<file path="src/rtl/ebi_pkg.sv">
// Shared EBI front-end definitions: FSM state encoding, bus widths and
// address-bank constants used by the back-end decoders.
package ebi_pkg;

    localparam int EBI_ADDR_W = 17;
    localparam int EBI_DATA_W = 16;

    localparam logic [3:0] EBI_BANK_REG  = 4'h0;
    localparam logic [3:0] EBI_BANK_BRAM = 4'h1;

    typedef enum logic [1:0] {
        IDLE   = 2'd0,
        ADDR   = 2'd1,
        ACCESS = 2'd2,
        DONE   = 2'd3
    } state_t;

endpackage

</file>
<file path="src/rtl/ebi_sync.sv">
// Multi-flop synchronizer for a bundle of pad inputs, with a falling-edge
// detector on the low EDGE_W bits driven from one extra history flop.
module ebi_sync #(
    parameter int WIDTH  = 20,
    parameter int EDGE_W = 3,
    parameter int STAGES = 2,
    parameter logic [WIDTH-1:0] RST_VAL = '1
) (
    input  logic              clk,
    input  logic              srst,
    input  logic [WIDTH-1:0]  din,
    output logic [WIDTH-1:0]  sync,
    output logic [EDGE_W-1:0] fall
);

    genvar gi;

    for (gi = 0; gi < STAGES; gi++) begin : g_stage
        logic [WIDTH-1:0] q_reg;
        logic [WIDTH-1:0] d;
        if (gi == 0) begin : g_head
            assign d = din;
        end else begin : g_tail
            assign d = g_stage[gi-1].q_reg;
        end
        always_ff @(posedge clk) begin
            if (srst) begin
                q_reg <= RST_VAL;
            end else begin
                q_reg <= d;
            end
        end
    end

    assign sync = g_stage[STAGES-1].q_reg;

    // History starts at the inactive level so reset release never looks like an edge.
    logic [EDGE_W-1:0] hist_reg;

    always_ff @(posedge clk) begin
        if (srst) begin
            hist_reg <= RST_VAL[EDGE_W-1:0];
        end else begin
            hist_reg <= sync[EDGE_W-1:0];
        end
    end

    assign fall = hist_reg & ~sync[EDGE_W-1:0];

endmodule

</file>
<file path="src/rtl/ebi_frontend.sv">
// EBI slave front end: synchronizes the asynchronous pad bus and turns the
// ALE/nRE/nWE strobe sequence into single-cycle address, read and write pulses.
module ebi_frontend
    import ebi_pkg::*;
#(
    parameter int SYNC_STAGES    = 2,
    parameter int TIMEOUT_CYCLES = 255
) (
    input  logic                  clk_100M,
    input  logic                  rst,
    input  logic [EBI_DATA_W-1:0] ebi_ad_in,
    input  logic                  ebi_ale,
    input  logic                  ebi_ncs,
    input  logic                  ebi_nre,
    input  logic                  ebi_nwe,
    input  logic                  err_clr,
    output logic [EBI_ADDR_W-1:0] addr,
    output logic                  addr_valid,
    output logic                  rd_req,
    output logic                  wr_req,
    output logic [EBI_DATA_W-1:0] wr_data,
    output logic                  rd_active,
    output logic                  selected,
    output logic                  timeout_err,
    output logic                  proto_err
);

    localparam int PAD_W = EBI_DATA_W + 4;
    localparam logic [PAD_W-1:0] PAD_RST = {{EBI_DATA_W{1'b0}}, 4'b1111};
    localparam int CW = $clog2(TIMEOUT_CYCLES + 1);
    localparam logic [CW-1:0] TMO_LAST = CW'(TIMEOUT_CYCLES - 1);

    logic [PAD_W-1:0] pad_sync;
    logic [2:0]       pad_fall;

    // Data and controls share one chain so ad is aligned with every strobe edge.
    ebi_sync #(
        .WIDTH  (PAD_W),
        .EDGE_W (3),
        .STAGES (SYNC_STAGES),
        .RST_VAL(PAD_RST)
    ) u_sync (
        .clk (clk_100M),
        .srst(rst),
        .din ({ebi_ad_in, ebi_ncs, ebi_nwe, ebi_nre, ebi_ale}),
        .sync(pad_sync),
        .fall(pad_fall)
    );

    logic                  unused_ale_level;
    logic                  ncs_s, nwe_s, nre_s;
    logic [EBI_DATA_W-1:0] ad_s;
    logic                  ale_fall, nre_fall, nwe_fall;

    assign unused_ale_level = pad_sync[0];
    assign nre_s    = pad_sync[1];
    assign nwe_s    = pad_sync[2];
    assign ncs_s    = pad_sync[3];
    assign ad_s     = pad_sync[PAD_W-1:4];
    assign ale_fall = pad_fall[0];
    assign nre_fall = pad_fall[1];
    assign nwe_fall = pad_fall[2];

    state_t                state_reg;
    logic [CW-1:0]         cnt_reg;
    logic [EBI_ADDR_W-1:0] addr_reg;
    logic [EBI_DATA_W-1:0] wr_data_reg;
    logic addr_valid_reg, rd_req_reg, wr_req_reg;
    logic rd_active_reg, selected_reg, timeout_err_reg, proto_err_reg;

    always_ff @(posedge clk_100M) begin
        if (rst) begin
            state_reg       <= IDLE;
            cnt_reg         <= '0;
            addr_reg        <= '0;
            wr_data_reg     <= '0;
            addr_valid_reg  <= 1'b0;
            rd_req_reg      <= 1'b0;
            wr_req_reg      <= 1'b0;
            rd_active_reg   <= 1'b0;
            selected_reg    <= 1'b0;
            timeout_err_reg <= 1'b0;
            proto_err_reg   <= 1'b0;
        end else begin
            addr_valid_reg <= 1'b0;
            rd_req_reg     <= 1'b0;
            wr_req_reg     <= 1'b0;
            selected_reg   <= ~ncs_s;
            rd_active_reg  <= ~ncs_s & ~nre_s;
            // Clear first so a set later in this block takes priority.
            if (err_clr) begin
                timeout_err_reg <= 1'b0;
                proto_err_reg   <= 1'b0;
            end
            if (ncs_s) begin
                state_reg <= IDLE;
                cnt_reg   <= '0;
            end else begin
                unique case (state_reg)
                    IDLE: begin
                        state_reg <= ADDR;
                        cnt_reg   <= '0;
                    end
                    ADDR: begin
                        if (ale_fall) begin
                            addr_reg       <= {ad_s, 1'b0};
                            addr_valid_reg <= 1'b1;
                            state_reg      <= ACCESS;
                            cnt_reg        <= '0;
                        end else if (cnt_reg >= TMO_LAST) begin
                            timeout_err_reg <= 1'b1;
                            cnt_reg         <= '0;
                        end else begin
                            cnt_reg <= cnt_reg + CW'(1);
                        end
                    end
                    ACCESS: begin
                        if (nre_fall) begin
                            rd_req_reg <= 1'b1;
                            if (nwe_fall) begin
                                proto_err_reg <= 1'b1;
                            end
                            state_reg <= DONE;
                            cnt_reg   <= '0;
                        end else if (nwe_fall) begin
                            wr_data_reg <= ad_s;
                            wr_req_reg  <= 1'b1;
                            state_reg   <= DONE;
                            cnt_reg     <= '0;
                        end else if (ale_fall) begin
                            addr_reg       <= {ad_s, 1'b0};
                            addr_valid_reg <= 1'b1;
                            cnt_reg        <= (cnt_reg >= TMO_LAST) ? cnt_reg : cnt_reg + CW'(1);
                        end else if (cnt_reg >= TMO_LAST) begin
                            timeout_err_reg <= 1'b1;
                            state_reg       <= ADDR;
                            cnt_reg         <= '0;
                        end else begin
                            cnt_reg <= cnt_reg + CW'(1);
                        end
                    end
                    DONE: begin
                        if (nre_s && nwe_s) begin
                            state_reg <= ADDR;
                            cnt_reg   <= '0;
                        end
                    end
                    default: begin
                        state_reg <= IDLE;
                        cnt_reg   <= '0;
                    end
                endcase
            end
        end
    end

    assign addr        = addr_reg;
    assign addr_valid  = addr_valid_reg;
    assign rd_req      = rd_req_reg;
    assign wr_req      = wr_req_reg;
    assign wr_data     = wr_data_reg;
    assign rd_active   = rd_active_reg;
    assign selected    = selected_reg;
    assign timeout_err = timeout_err_reg;
    assign proto_err   = proto_err_reg;

endmodule
</file>
<file path="config.mk">
export PLATFORM = sky130hd
export DESIGN_NAME = ebi_frontend
export DESIGN_NICKNAME = d
export VERILOG_FILES = /design/src/rtl/ebi_pkg.sv /design/src/rtl/ebi_sync.sv /design/src/rtl/ebi_frontend.sv
export SDC_FILE = /design/constraint.sdc
export NUM_CORES = 1
export LEC_CHECK = 0
export CAP_MARGIN = 40
export CORE_UTILIZATION = 32
export CTS_CLUSTER_SIZE = 8
export DETAILED_ROUTE_END_ITERATION = 7
export SLEW_MARGIN = 20
export SYNTH_ARGS = -nofsm -noshare
export SYNTH_HDL_FRONTEND = slang
export SYNTH_SLANG_ARGS = --single-unit
</file>
<file path="constraint.sdc">
create_clock -name clk_100M -period 3.9 [get_ports clk_100M]
set_input_delay 0.78 -clock clk_100M [delete_from_list [all_inputs] [get_ports clk_100M]]
set_output_delay 0.78 -clock clk_100M [all_outputs]
set_load 0.1 [all_outputs]
</file>
==> metrics.md, run 1 <==
| Metric | Value |
|---|---|
| Final min period | `2.27 ns` |
| Core box area | `9860 µm²` |
| Count leader, synth | `dfxtp_1` |
| Clock tree buffer depth | `2` |
| Synth Register Bits | `92` |
| Static Leak | `1.75 nW` |
| Synth cell count leaders | `92 x dfxtp_1, 42 x nand2_1, 32 x nor2b_1` |
| TritonCTS Buffers | `9` |
| Gr ovfl total | `0` |
| Synth warn | `0` |
| Detail Route Antenna Nets | `0` |
| Internal | `1.31 mW` |
| Diode count | `0` |
| Post-CTS Setup Repair Bufs | `0` |
| Worst-margin pin slew | `0.713 ns` |
| Initial Util | `33.4%` |
| Clock share of power | `38.5%` |
| Drt drc | `0` |
| GRT Total Usage | `14.1%` |
| IO Pins | `63` |
| Layout cells sized above 1 | `19.5%` |
| EDFF count, synth | `0` |
| CTS resizes | `0` |
| TNS Setup | `0 ns` |
| Seq/Total Area, Yosys | `56.0%` |
| Post-synth top area share | `56.0%` |
| Number of port buffers | `61` |
| Top FF cell, synth | `dfxtp_1` |
| CP Launch Type | `flop` |
| Critical Path Fanout Max | `2` |
| First-pass GRT wire length | `11.2 mm` |
| Clk slew on worst S/H paths | `0.09 ns` |
| Final period utilization | `58.3%` |
| Maxcap violations | `0` |
| Reg power frac | `57.3%` |
| Final Setup Violations | `0` |
| Syn Area/Cell | `10.0 µm²` |
| Router iterations before antenna repair | `4` |
| Die area | `10700 µm²` |
| Yosys top cell by area | `dfxtp_1` |
| Synthesized area | `3290 µm²` |
| Area Growth Syn to Fin | `46.0%` |
| Largest net degree at the start of global routing | `45` |
| Logic gate share of total power | `4.1%` |
| VDD IR max | `0.185 mV` |
| Dpl hpwl | `4.97 mm` |
| Hold Buf Count CTS | `0` |
| Final Hold Viols | `0` |
| Avg WL per Cell | `12.2 µm` |
| Num rows | `36` |
| Number of global-route vias before repair | `2300` |
| Wirelength, routed | `6.87 mm` |
| Clock root buffer | `clkbuf_8` |
| CTS sink cnt | `92` |
| Worst EP required | `3.12 ns` |
| Status | `completed` |
| CTS tree | `done` |
| Drt initial violations | `92` |
| Worst setup EP type | `primary output` |
| Layout Nets | `455` |
| Worst min-delay path class | `reg -> reg` |
| Die X | `103 µm` |
| Mapped Cells | `329` |
| Via Count | `2469` |
| Clock latency on the worst-skew pair | `0.36 ns` |
| Crit Path Class | `reg -> out` |
| Net switching power | `374 µW` |
| Initial antenna violation count | `0` |
| Post-synth ARST share | `0%` |
| Synth Net Count | `358` |
| Non-filler cells, final | `564` |
| Placer Congestion | `0.741` |
| Clock skew | `0.0132 ns` |
| Pins Over Slew Limit | `0` |
| Inst Count DP | `547` |
| Data arrival, critical path | `1.49 ns` |
| Synth top area cells | `dfxtp_1 56%, nor2b_1 6.1%, mux2i_1 4.9%` |
| Power per Cell Area | `351 nW/µm²` |
| H-tree levels | `3` |
| Yosys cell types | `44` |
| Avg Vias per Cell | `4.38` |
| Unrepaired setup endpoints after global routing | `false` |
| Die height | `103 µm` |
| Fmax | `440 MHz` |
| Max-slew headroom | `52.2%` |
| Sw Ratio | `22.1%` |
critical path, stage by stage, from the launching register on:
cell and delay [ns]:
dfxtp_1 0.35, clkdlybuf4s50_1 0.60, buf_16 0.20
power groups by stage:
| stage | logic, mW | clock network [mW] | registers [mW] |
|---|---|---|---|
| finish | 0.0695 | 0.651 | 0.968 |
| global route | 0.0758 | 0.707 | 0.971 |
| CTS | 0.0703 | 0.667 | 0.968 |
| detailed placement | 0.0702 | 0 | 0.990 |
| global placement | 0.0680 | 0 | 0.990 |
| floorplan | 0.0391 | 0 | 0.990 |
metal layers:
metal / up-vias / routed length [µm] / global-route usage [%]
met4: 0 / 128 / 5.85
li1: 1280 / - / -
met2: 63 / 3160 / 22.1
met1: 1115 / 3320 / 18.8
met5: - / 0 / 0
met3: 11 / 256 / 3.16
cells by family after synthesis:
group | share of synthesized area [%]
AO/OA/AOI/OAI | 7.99
adder cells (fa/ha/maj) | 2.28
buffers and inverters | 3.76
flip-flops | 56.0
multiplexers | 4.87
other | 0.114
AND/OR/NAND/NOR | 25.0
final cells by class:
| type | count | area [µm²] |
|---|---|---|
| Tap cell | 133 | 166 |
| Timing Repair Buffer | 103 | 1240 |
| Inverter | 7 | 26.3 |
| Sequential cell | 92 | 1840 |
| Clock inverter | 6 | 68.8 |
| Multi-Input combinational cell | 213 | 1330 |
| Fill cell | 894 | 5060 |
| Clock buffer | 10 | 138 |
path summary, 6_finish.rpt:
kind	end	slack (ns)	cells after the start	start
max	addr[4]	1.63	2	addr[4]$_SDFFE_PP0P_
min	u_sync.sync[3]$_SDFF_PP1_	0.41	1	u_sync.g_stage[0].q_reg[3]$_SDFF_PP1_
max reg2reg	cnt_reg[0]$_SDFFE_PP0P_	1.81	7	cnt_reg[0]$_SDFFE_PP0P_
min reg2reg	u_sync.sync[3]$_SDFF_PP1_	0.41	1	u_sync.g_stage[0].q_reg[3]$_SDFF_PP1_
placed cells by master (no fill, tap or decap), types with 13 or more instances in the layout:
cell	instances
nor2_1	26
mux2i_1	16
nand2_1	42
nand3_1	16
nor2b_1	32
clkdlybuf4s50_1	60
buf_8	39
or2_2	13
dfxtp_1	92
a21oi_1	19
metrics by stage:
step	total power [mW]	utilization [%]	area, µm²	hold WS (ns)	setup slack [ns]
after floorplan	1.03	-	3290	0.389	2.01
after global placement	1.06	40.3	3970	0.392	1.61
after detailed placement	1.06	46.5	4590	0.392	1.72
after CTS	1.71	48.6	4790	0.414	1.61
after global routing	1.75	48.7	4810	0.430	1.57
final	1.69	48.7	4810	0.413	1.63
(Power assumes the default switching activity.)
==> run 2: changes to the inputs <==
Clock period 3.9 ns to 1.9 ns, I/O delays scaled along.
==> metrics.md, run 2 (synthesis gave the netlist of run 1 again) <==
| Metric | Value |
|---|---|
| Clock latency on the worst-skew pair | `0.35 ns (was 0.36 ns)` |
| CTS sink cnt | `92 (unchanged)` |
| Worst-margin pin slew | `0.632 ns (was 0.713 ns)` |
| Diode count | `0 (unchanged)` |
| Clock root buffer | `clkbuf_8 (unchanged)` |
| Worst EP required | `2.13 ns (was 3.12 ns)` |
| Most frequent cells in the layout | `91 x dfxtp_1, 42 x nand2_1, 32 x nor2b_1, 32 x buf_4, 26 x nor2_1 (was 92 x dfxtp_1, 60 x clkdlybuf4s50_1, 42 x nand2_1)` |
| Max-slew headroom | `57.5% (was 52.2%)` |
| Worst Reg2Reg Path Length in Cells | `7 (unchanged)` |
| TritonCTS Buffers | `9 (unchanged)` |
| Worst r2r dst | `addr[3]$_SDFFE_PP0P_ (was cnt_reg[0]$_SDFFE_PP0P_)` |
| Initial Util | `33.4% (unchanged)` |
| Final period utilization | `93.1%` |
| Reg2reg setup slack | `0.13 ns (was 1.81 ns)` |
| Via Count | `2305 (was 2469)` |
| Static Leak | `1.58 nW (was 1.75 nW)` |
| Worst reg2reg startpoint | `state_reg[0]$_SDFFE_PP0P_ (was cnt_reg[0]$_SDFFE_PP0P_)` |
| Final Setup Violations | `0 (unchanged)` |
| Placer Congestion | `0.770 (was 0.741)` |
| Unrepaired setup endpoints after global routing | `false (unchanged)` |
| TNS Setup | `0 ns (unchanged)` |
| Worst min-delay path class | `reg -> reg (unchanged)` |
| Die X | `103 µm (unchanged)` |
| Non-filler cells, final | `528 (was 564)` |
| First-pass GRT wire length | `10.4 mm (was 11.2 mm)` |
| Inst Count DP | `512 (was 547)` |
| Pins Over Slew Limit | `0 (unchanged)` |
| Critical Path Fanout Max | `16 (was 2)` |
| Final min period | `1.77 ns` |
| Crit Path Class | `reg -> reg (was reg -> out)` |
| IO Pins | `63 (unchanged)` |
| VDD IR max | `0.421 mV (was 0.185 mV)` |
| Drt drc | `0 (unchanged)` |
| Clock skew | `0.0106 ns (was 0.0132 ns)` |
| PnR worst setup slack | `0.132 ns (was 1.63 ns)` |
| Worst setup EP type | `flop (was primary output)` |
| Hold Crit Start | `u_sync.g_stage[0].q_reg[1]$_SDFF_PP1_ (was u_sync.g_stage[0].q_reg[3]$_SDFF_PP1_)` |
| Drt initial violations | `98 (was 92)` |
| Post-layout instance area | `4290 µm² (was 4810 µm²)` |
| Layout Nets | `419 (was 455)` |
| Die area | `10700 µm² (unchanged)` |
| Wirelength, routed | `6.48 mm (was 6.87 mm)` |
| Final total power | `3.40 mW (was 1.69 mW)` |
| Largest net degree at the start of global routing | `80 (was 45)` |
| Initial antenna violation count | `0 (unchanged)` |
| Gr ovfl total | `0 (unchanged)` |
| Data arrival, critical path | `2.00 ns (was 1.49 ns)` |
| Status | `completed (unchanged)` |
| Num rows | `36 (unchanged)` |
| CP Capture Point | `addr[3]$_SDFFE_PP0P_ (was addr[4])` |
| H-tree levels | `3 (unchanged)` |
| Router iterations before antenna repair | `4 (unchanged)` |
| Worst Setup SP | `state_reg[0]$_SDFFE_PP0P_ (was addr[4]$_SDFFE_PP0P_)` |
| Final Hold Viols | `0 (unchanged)` |
| Dpl hpwl | `4.52 mm (was 4.97 mm)` |
| CTS tree | `done (unchanged)` |
| CP Launch Type | `flop (unchanged)` |
| Power per Cell Area | `794 nW/µm² (was 351 nW/µm²)` |
| Layout cells sized above 1 | `22.5% (was 19.5%)` |
| Most common cell after layout, fill and taps aside | `dfxtp_1 (unchanged)` |
| Maxcap violations | `0 (unchanged)` |
| Detail Route Antenna Nets | `0 (unchanged)` |
| Hold Buf Count CTS | `0 (unchanged)` |
| Number of global-route vias before repair | `2152 (was 2300)` |
| Fmax | `566 MHz` |
| Avg WL per Cell | `12.3 µm (was 12.2 µm)` |
| Clock tree buffer depth | `2 (unchanged)` |
| Avg Vias per Cell | `4.37 (was 4.38)` |
| Area Growth Syn to Fin | `30.2% (was 46.0%)` |
| Core box area | `9860 µm² (unchanged)` |
| Die height | `103 µm (unchanged)` |
| Placed inst area | `4080 µm² (was 4590 µm²)` |
| Worst slack, placed | `0.0519 ns (was 1.72 ns)` |
| Number of port buffers | `61 (unchanged)` |
| Clk slew on worst S/H paths | `0.09 ns (about the same)` |
| GRT Total Usage | `13.0% (was 14.1%)` |
## run 2: final cells by class
cell class                 count  area (µm²)
fill                         970        5580
multi-input combinational    213        1340
tap                          133         166
clock inverter                 6        65.1
inverter                       7        26.3
timing repair buffer          67         716
clock buffer                  10         128
sequential                    92        1840
## run 2: report_power, final
part | total (mW) | switching, mW | leakage (nW) | internal (mW)
clock | 1.27 | 0.663 | 0.0962 | 0.609
sequential | 1.99 | 0.0188 | 0.751 | 1.97
combinational | 0.143 | 0.0680 | 0.733 | 0.0748
## run 2: what timing repair did
action,in CTS,in global routing
setup endpoints to repair,0,20
setup buffers,0,0
hold endpoints to repair,0,0
resized for setup,0,4
## run 2: per-stage QoR
| stage | hold slack [ns] | util (%) |
|---|---|---|
| finish | 0.416 | 43.4 |
| global route | 0.428 | 43.4 |
| CTS | 0.416 | 43.3 |
| detailed placement | 0.393 | 41.3 |
| global placement | 0.393 | 41.3 |
| floorplan | 0.389 | - |
## run 2: per-layer routing
layer	track usage, %	wire length [µm]	vias to the layer above
met1	18.0	3320	1050
met2	19.1	2760	45
met4	5.85	119	0
met3	3.09	278	9
met5	0	0	-
li1	-	-	1201
## run 2: how the worst min path moves through the flow
stage	end	slack (ns)	cells past startpoint
floorplan	u_sync.sync[0]$_SDFF_PP1_	0.39	1
global placement	u_sync.sync[3]$_SDFF_PP1_	0.39	1
detailed placement	u_sync.sync[3]$_SDFF_PP1_	0.39	1
CTS	u_sync.sync[3]$_SDFF_PP1_	0.42	1
global route	u_sync.sync[3]$_SDFF_PP1_	0.43	1
finish	u_sync.sync[1]$_SDFF_PP1_	0.42	1
## run 2: worst max-delay path, cell delays in order (launching register included)
cell,delay [ns]
dfxtp_1,0.41
inv_1,0.07
ha_2,0.25
nand2b_4,0.17
a211oi_4,0.27
buf_12,0.21
mux2i_1,0.22
nor2_1,0.05
